<file path="src/rtl/keypad_scan.sv">
// keypad_scan: scans a 4x4 active-low key matrix, debounces whole-matrix frames
// and reports one accepted press (codes 1-8) with a single-cycle strobe.
//
// Optional feature macro: KEYPAD_RELEASE_PULSE_EN (adds the key_release strobe).
//
// Ports:
//   clk            system clock
//   reset          asynchronous, active-high reset
//   col_in[3:0]    matrix columns, active-low, asynchronous to clk
//   row_out[3:0]   row drive, active-low, one row low at a time
//   key_code[3:0]  0 = no key, 1-8 = accepted note
//   keypad_enable  single-cycle press strobe
//   key_release    single-cycle release strobe (KEYPAD_RELEASE_PULSE_EN only)
module keypad_scan #(
    parameter int unsigned SCAN_DIV        = 50000,
    parameter int unsigned DEBOUNCE_FRAMES = 4
) (
    input  logic       clk,
    input  logic       reset,
    input  logic [3:0] col_in,
    output logic [3:0] row_out,
    output logic [3:0] key_code,
    output logic       keypad_enable
`ifdef KEYPAD_RELEASE_PULSE_EN
    ,
    output logic       key_release
`endif
);

    localparam int unsigned SLOT_W = (SCAN_DIV > 1) ? $clog2(SCAN_DIV) : 1;
    localparam logic [SLOT_W-1:0] SLOT_LAST = SLOT_W'(SCAN_DIV - 1);
    localparam logic [3:0] DF = 4'(DEBOUNCE_FRAMES);

    typedef enum logic [1:0] {
        CLS_NONE = 2'd0,
        CLS_KEY  = 2'd1,
        CLS_BAD  = 2'd2
    } cls_t;

    typedef enum logic {
        ST_IDLE = 1'b0,
        ST_HELD = 1'b1
    } state_t;

    logic [3:0]        col_meta;
    logic [3:0]        col_sync;
    logic [SLOT_W-1:0] slot_cnt;
    logic [1:0]        row_sel;
    logic [15:0]       frame;
    logic              slot_end;
    logic              frame_done;

    logic [15:0]       frame_full;
    logic [4:0]        ones;
    logic [3:0]        hit_idx;
    cls_t              cls;
    logic [2:0]        cls_idx;

    cls_t              prev_cls;
    logic [2:0]        prev_idx;
    logic [3:0]        stable_cnt;
    logic [3:0]        stable_nxt;

    state_t            state;
    state_t            state_nxt;
    logic              press_acc;
    logic              release_acc;
    logic [3:0]        key_code_d;
    logic              keypad_enable_d;
`ifdef KEYPAD_RELEASE_PULSE_EN
    logic              key_release_d;
`endif

    // Two-flop synchronizer; idle value is "no column pulled low".
    always_ff @(posedge clk or posedge reset) begin
        if (reset) begin
            col_meta <= 4'hF;
            col_sync <= 4'hF;
        end else begin
            col_meta <= col_in;
            col_sync <= col_meta;
        end
    end

    assign slot_end   = (slot_cnt == SLOT_LAST);
    assign frame_done = slot_end && (row_sel == 2'd3);

    // Row scan: sample the driven row on its last slot clock, then advance.
    always_ff @(posedge clk or posedge reset) begin
        if (reset) begin
            slot_cnt <= '0;
            row_sel  <= 2'd0;
            row_out  <= 4'b1110;
            frame    <= '0;
        end else if (slot_end) begin
            slot_cnt                    <= '0;
            row_sel                     <= row_sel + 2'd1;
            row_out                     <= ~(4'b0001 << (row_sel + 2'd1));
            frame[{row_sel, 2'b00} +: 4] <= ~col_sync;
        end else begin
            slot_cnt <= slot_cnt + SLOT_W'(1);
        end
    end

    // Classify the frame being completed; row 3 comes straight from the sampler.
    always_comb begin
        frame_full        = frame;
        frame_full[15:12] = ~col_sync;
        ones              = 5'd0;
        hit_idx           = 4'd0;
        for (int i = 0; i < 16; i++) begin
            if (frame_full[i]) begin
                ones    = ones + 5'd1;
                hit_idx = 4'(i);
            end
        end
        if (ones == 5'd0) begin
            cls = CLS_NONE;
        end else if ((ones == 5'd1) && !hit_idx[3]) begin
            cls = CLS_KEY;
        end else begin
            cls = CLS_BAD;
        end
        cls_idx = (cls == CLS_KEY) ? hit_idx[2:0] : 3'd0;
    end

    // Post-update stability count, saturating at DEBOUNCE_FRAMES.
    always_comb begin
        if ((cls == prev_cls) && (cls_idx == prev_idx)) begin
            stable_nxt = (stable_cnt >= DF) ? DF : (stable_cnt + 4'd1);
        end else begin
            stable_nxt = 4'd1;
        end
    end

    always_ff @(posedge clk or posedge reset) begin
        if (reset) begin
            prev_cls   <= CLS_NONE;
            prev_idx   <= 3'd0;
            stable_cnt <= 4'd0;
        end else if (frame_done) begin
            prev_cls   <= cls;
            prev_idx   <= cls_idx;
            stable_cnt <= stable_nxt;
        end
    end

    assign press_acc   = frame_done && (state == ST_IDLE) && (cls == CLS_KEY)
                         && (stable_nxt == DF);
    assign release_acc = frame_done && (state == ST_HELD) && (cls == CLS_NONE)
                         && (stable_nxt == DF);

    // FSM state register and registered outputs.
    always_ff @(posedge clk or posedge reset) begin
        if (reset) begin
            state         <= ST_IDLE;
            key_code      <= 4'd0;
            keypad_enable <= 1'b0;
`ifdef KEYPAD_RELEASE_PULSE_EN
            key_release   <= 1'b0;
`endif
        end else begin
            state         <= state_nxt;
            key_code      <= key_code_d;
            keypad_enable <= keypad_enable_d;
`ifdef KEYPAD_RELEASE_PULSE_EN
            key_release   <= key_release_d;
`endif
        end
    end

    // Next-state logic.
    always_comb begin
        state_nxt = state;
        case (state)
            ST_IDLE: if (press_acc)   state_nxt = ST_HELD;
            ST_HELD: if (release_acc) state_nxt = ST_IDLE;
            default: state_nxt = ST_IDLE;
        endcase
    end

    // Output logic; key changes while held are deliberately ignored.
    always_comb begin
        key_code_d      = key_code;
        keypad_enable_d = 1'b0;
`ifdef KEYPAD_RELEASE_PULSE_EN
        key_release_d   = 1'b0;
`endif
        if (press_acc) begin
            key_code_d      = {1'b0, cls_idx} + 4'd1;
            keypad_enable_d = 1'b1;
        end else if (release_acc) begin
            key_code_d      = 4'd0;
`ifdef KEYPAD_RELEASE_PULSE_EN
            key_release_d   = 1'b1;
`endif
        end
    end

endmodule
</file>
<file path="config.mk">
export PLATFORM = sky130hd
export DESIGN_NAME = keypad_scan
export DESIGN_NICKNAME = d
export VERILOG_FILES = /design/src/rtl/keypad_scan.sv
export SDC_FILE = /design/constraint.sdc
export NUM_CORES = 1
export LEC_CHECK = 0
export BUFFER_PORTS_ARGS = -buffer_cell sky130_fd_sc_hd__buf_4
export CORE_UTILIZATION = 40
export CTS_CLUSTER_DIAMETER = 60
export DETAILED_ROUTE_END_ITERATION = 7
export GPL_TIMING_DRIVEN = 0
export PLACE_DENSITY = 0.52
export SLEW_MARGIN = 20
export SYNTH_ARGS = -nofsm -noshare
export SYNTH_HDL_FRONTEND = slang
export SYNTH_SLANG_ARGS = --single-unit
</file>
<file path="constraint.sdc">
create_clock -name clk -period 14.1 [get_ports clk]
set_clock_uncertainty 0.1 [all_clocks]
set_input_delay 0 -clock clk [delete_from_list [all_inputs] [get_ports clk]]
set_output_delay 0 -clock clk [all_outputs]
set_load 0.02 [all_outputs]
</file>
==> results.yml <==
cells_and_area:
  diodes: 0
  final_common_cell: "nand2_1"
  final_cell_mix: "nand2_1, dfrtp_1, nor2_1"
  ff_latch_area_um2: 1440
  final_cell_area_um2: 4840
  fillCellCount: 1046
  layout-drive-gt1-share: 0.159
  areaGrowthSynthToFinish_pct: 12.8
  final_nets: 522
  finalNonFillerCells: 634
  multi_input_area_um2: 2660
placement:
  numPortBuffers: 14
  routabilityCongestion: 0.757
  pre_cts_slack_ns: 3.11
  dpl.cell_count: 613
  dp_hpwl_mm: 6.41
  place_area_um2: 4570
sta:
  hold_viol_final: 0
  period_minus_slack_ns: 10.99
  rsz0062_at_grt: "no"
  worst_slack_ns: 3.11
  setup_tns_ns: 0
  tightest_slew_ns: 0.689
  max_freq_mhz: 91.0
  relSlewSlack: 0.541
  setup_viol_count_final: 0
  fin_crit_sh: 0.779
  finalHoldWorstSlack_ns: 0.218
  slew_violations: 0
floorplan:
  rows: 37
  fp.dieW_um: 106
  die_h_um: 106
  dieArea_um2: 11200
  core_um2: 10400
  io_pins: 15
  start_util: 0.414
min_path:
  hp-class: "input pin to flop"
  min_from: "col_in[3]"
  hold_end: "col_meta[3]$_DFF_PP1_"
  hold-path-cell-count: 2
synthesis:
  yosysTopAreaCellShare: 0.268
  ys_types: 74
  synth_edf_count: 0
  yosysWarnings: 0
  yosys-top-cells-area: "dfrtp_1, dfstp_2, ha_1"
  synth_largest_area_cell: "dfrtp_1"
  yosys_register_bits: 57
  avgSynthCellArea_um2: 9.27
  netlist_instances: 463
  synth.yosys.seq_area_share: 0.335
  synth_fp_nets: 492
  async_flop_share: 1.00
  synthFlopType: "dfrtp_1"
  syn-cell-area_um2: 4290
routing:
  routed_wl_mm: 8.60
  vias: 3298
  drc: 0
  wl_per_cell_um: 13.6
  via_per_inst: 5.20
  drtIter0Drc: 129
  dr.pass1.iters: 4
  ant_nets: 0
global_route:
  overflow: 0
  grt_pass1_vias: 3276
  grt_usage: 0.169
  antenna_found_initial: 0
  grt_pass1_wl_mm: 15.1
  grt_start_max_net_pins: 58
setup_path:
  cp.required_ns: 14.26
  start_kind: "flop"
  crit_path_end_kind: "flop"
  cp_common_cell: "ha_1"
  max_stage_delay_ns: 0.48
  crit_type: "flop to flop"
  rr_startpoint: "frame[1]$_DFFE_PP0P_"
  r2r-end: "key_code[1]$_DFFE_PP0P_"
  r2r_cells: 49
  crit_slowest_cell: "or4_4"
  cp_max_fo: 9
  reg2reg_slack_ns: 3.11
  arrival_ns: 11.15
  startpoint: "frame[1]$_DFFE_PP0P_"
power_and_ir_drop:
  powerDensity_nw_per_um2: 75.3
  p_leak_nw: 2.17
  peakVddDrop_mv: 0.0667
cts:
  ctsResizeCount: 0
  cts_num_sinks: 57
  root_buffer: "clkbuf_8"
  cts.path.max_buffers: 2
  clkTransAtPathRegs_ns: 0.07
  cts_tree: "yes"
  htreeDepth: 3
  clock_latency_ns: 0.34
  cts_buffers: 9
flow_run:
  max_cap_violations: 0
run_status:
  outcome: "completed"
-- cell families after synthesis --
logic type | Yosys count | synth area share
buffers and inverters | 44 | 0.0449
AO/OA/AOI/OAI | 97 | 0.163
adder cells (fa/ha/maj) | 23 | 0.0670
XOR/XNOR | 62 | 0.163
flip-flops | 57 | 0.335
AND/OR/NAND/NOR | 171 | 0.204
multiplexers | 9 | 0.0227
-- worst max path at each step --
| stage | end | slack [ns] |
|---|---|---|
| finish | key_code[1]$_DFFE_PP0P_ | 3.11 |
| global route | key_code[1]$_DFFE_PP0P_ | 2.19 |
| CTS | key_code[1]$_DFFE_PP0P_ | 3.05 |
| detailed placement | key_code[3]$_DFFE_PP0P_ | 3.11 |
| global placement | key_code[2]$_DFFE_PP0P_ | 3.22 |
| floorplan | key_code[3]$_DFFE_PP0P_ | 4.21 |
-- critical path: cells and delay by family (launching register included) --
family                   cells  cell delay (ns)
adder cells (fa/ha/maj)     14             4.21
AO/OA/AOI/OAI               14             2.68
AND/OR/NAND/NOR             11             1.67
multiplexers                 4             1.05
XOR/XNOR                     2             0.47
flip-flops                   1             0.39
buffers and inverters        4             0.32
-- Yosys cell counts, types with 2 or more instances --
master	instances
mux2i_1	6
xnor2_4	2
buf_4	2
dfstp_2	11
nand4_1	5
buf_6	2
and2_1	6
buf_2	4
mux2_2	2
o21a_1	4
o21ai_1	4
and3_1	10
dfrtp_1	46
xnor3_1	2
inv_1	23
a41oi_1	2
xor2_1	21
inv_2	2
nor3_1	8
xnor2_2	6
nor4_1	3
a31oi_1	2
ha_1	23
nand2b_1	8
clkbuf_1	11
nand3_1	16
or3_1	2
o21ai_0	21
nor2b_1	4
o2bb2ai_1	2
a21boi_0	2
a21oi_1	16
xor2_2	2
nand2_1	57
nor2_1	33
o22ai_1	3
xnor2_1	27
nand4b_1	2
nand3b_1	4
or4_1	2
a21o_1	4
o31ai_1	17
o211ai_1	3
-- area by class of cell --
class | instances | share of cell area
clock inverters | 5 | 0.0165
flip-flops and latches | 57 | 0.297
multi-input cells | 362 | 0.549
clock buffers | 11 | 0.0292
inverters | 25 | 0.0199
well taps | 136 | 0.0351
plain buffers | 19 | 0.0204
repair buffers | 19 | 0.0320
-- power by group --
part	internal [mW]	total (mW)	switching, mW
combinational	0.0103	0.0273	0.0170
clock	0.104	0.171	0.0671
sequential	0.166	0.166	0.000727
total	0.280	0.365	0.0848
-- state kept, by name (all words and copies together), names as in the netlist --
signal / cells
keypad_enable: 1
state: 1
prev_cls: 2
stable_cnt: 4
row_sel: 2
frame: 12
key_code: 4
col_meta: 4
row_out: 4
prev_idx: 3
col_sync: 4
slot_cnt: 16
-- metal layers --
| layer | wire length, um | part of all wire | vias up | GRT usage |
|---|---|---|---|---|
| met5 | 0 | 0 | - | 0 |
| met4 | 85 | 0.0099 | 0 | 0.0546 |
| met3 | 163 | 0.019 | 8 | 0.0266 |
| met2 | 4040 | 0.47 | 27 | 0.281 |
| met1 | 4310 | 0.50 | 1578 | 0.223 |
| li1 | - | - | 1685 | - |
-- metrics by stage --
stage	utilization	total power, mW
4_1_cts	0.467	0.370
5_1_grt	0.467	0.380
3_3_place_gp	0.441	0.195
6_report	0.467	0.365
3_5_place_dp	0.441	0.196
2_1_floorplan	-	0.189
-- timing repair --
action,4_1_cts,5_1_grt
buffers inserted,0,0
hold buffers,5,0
hold endpoints to repair,50,0
No activity file was read; power rests on OpenSTA's default activity.
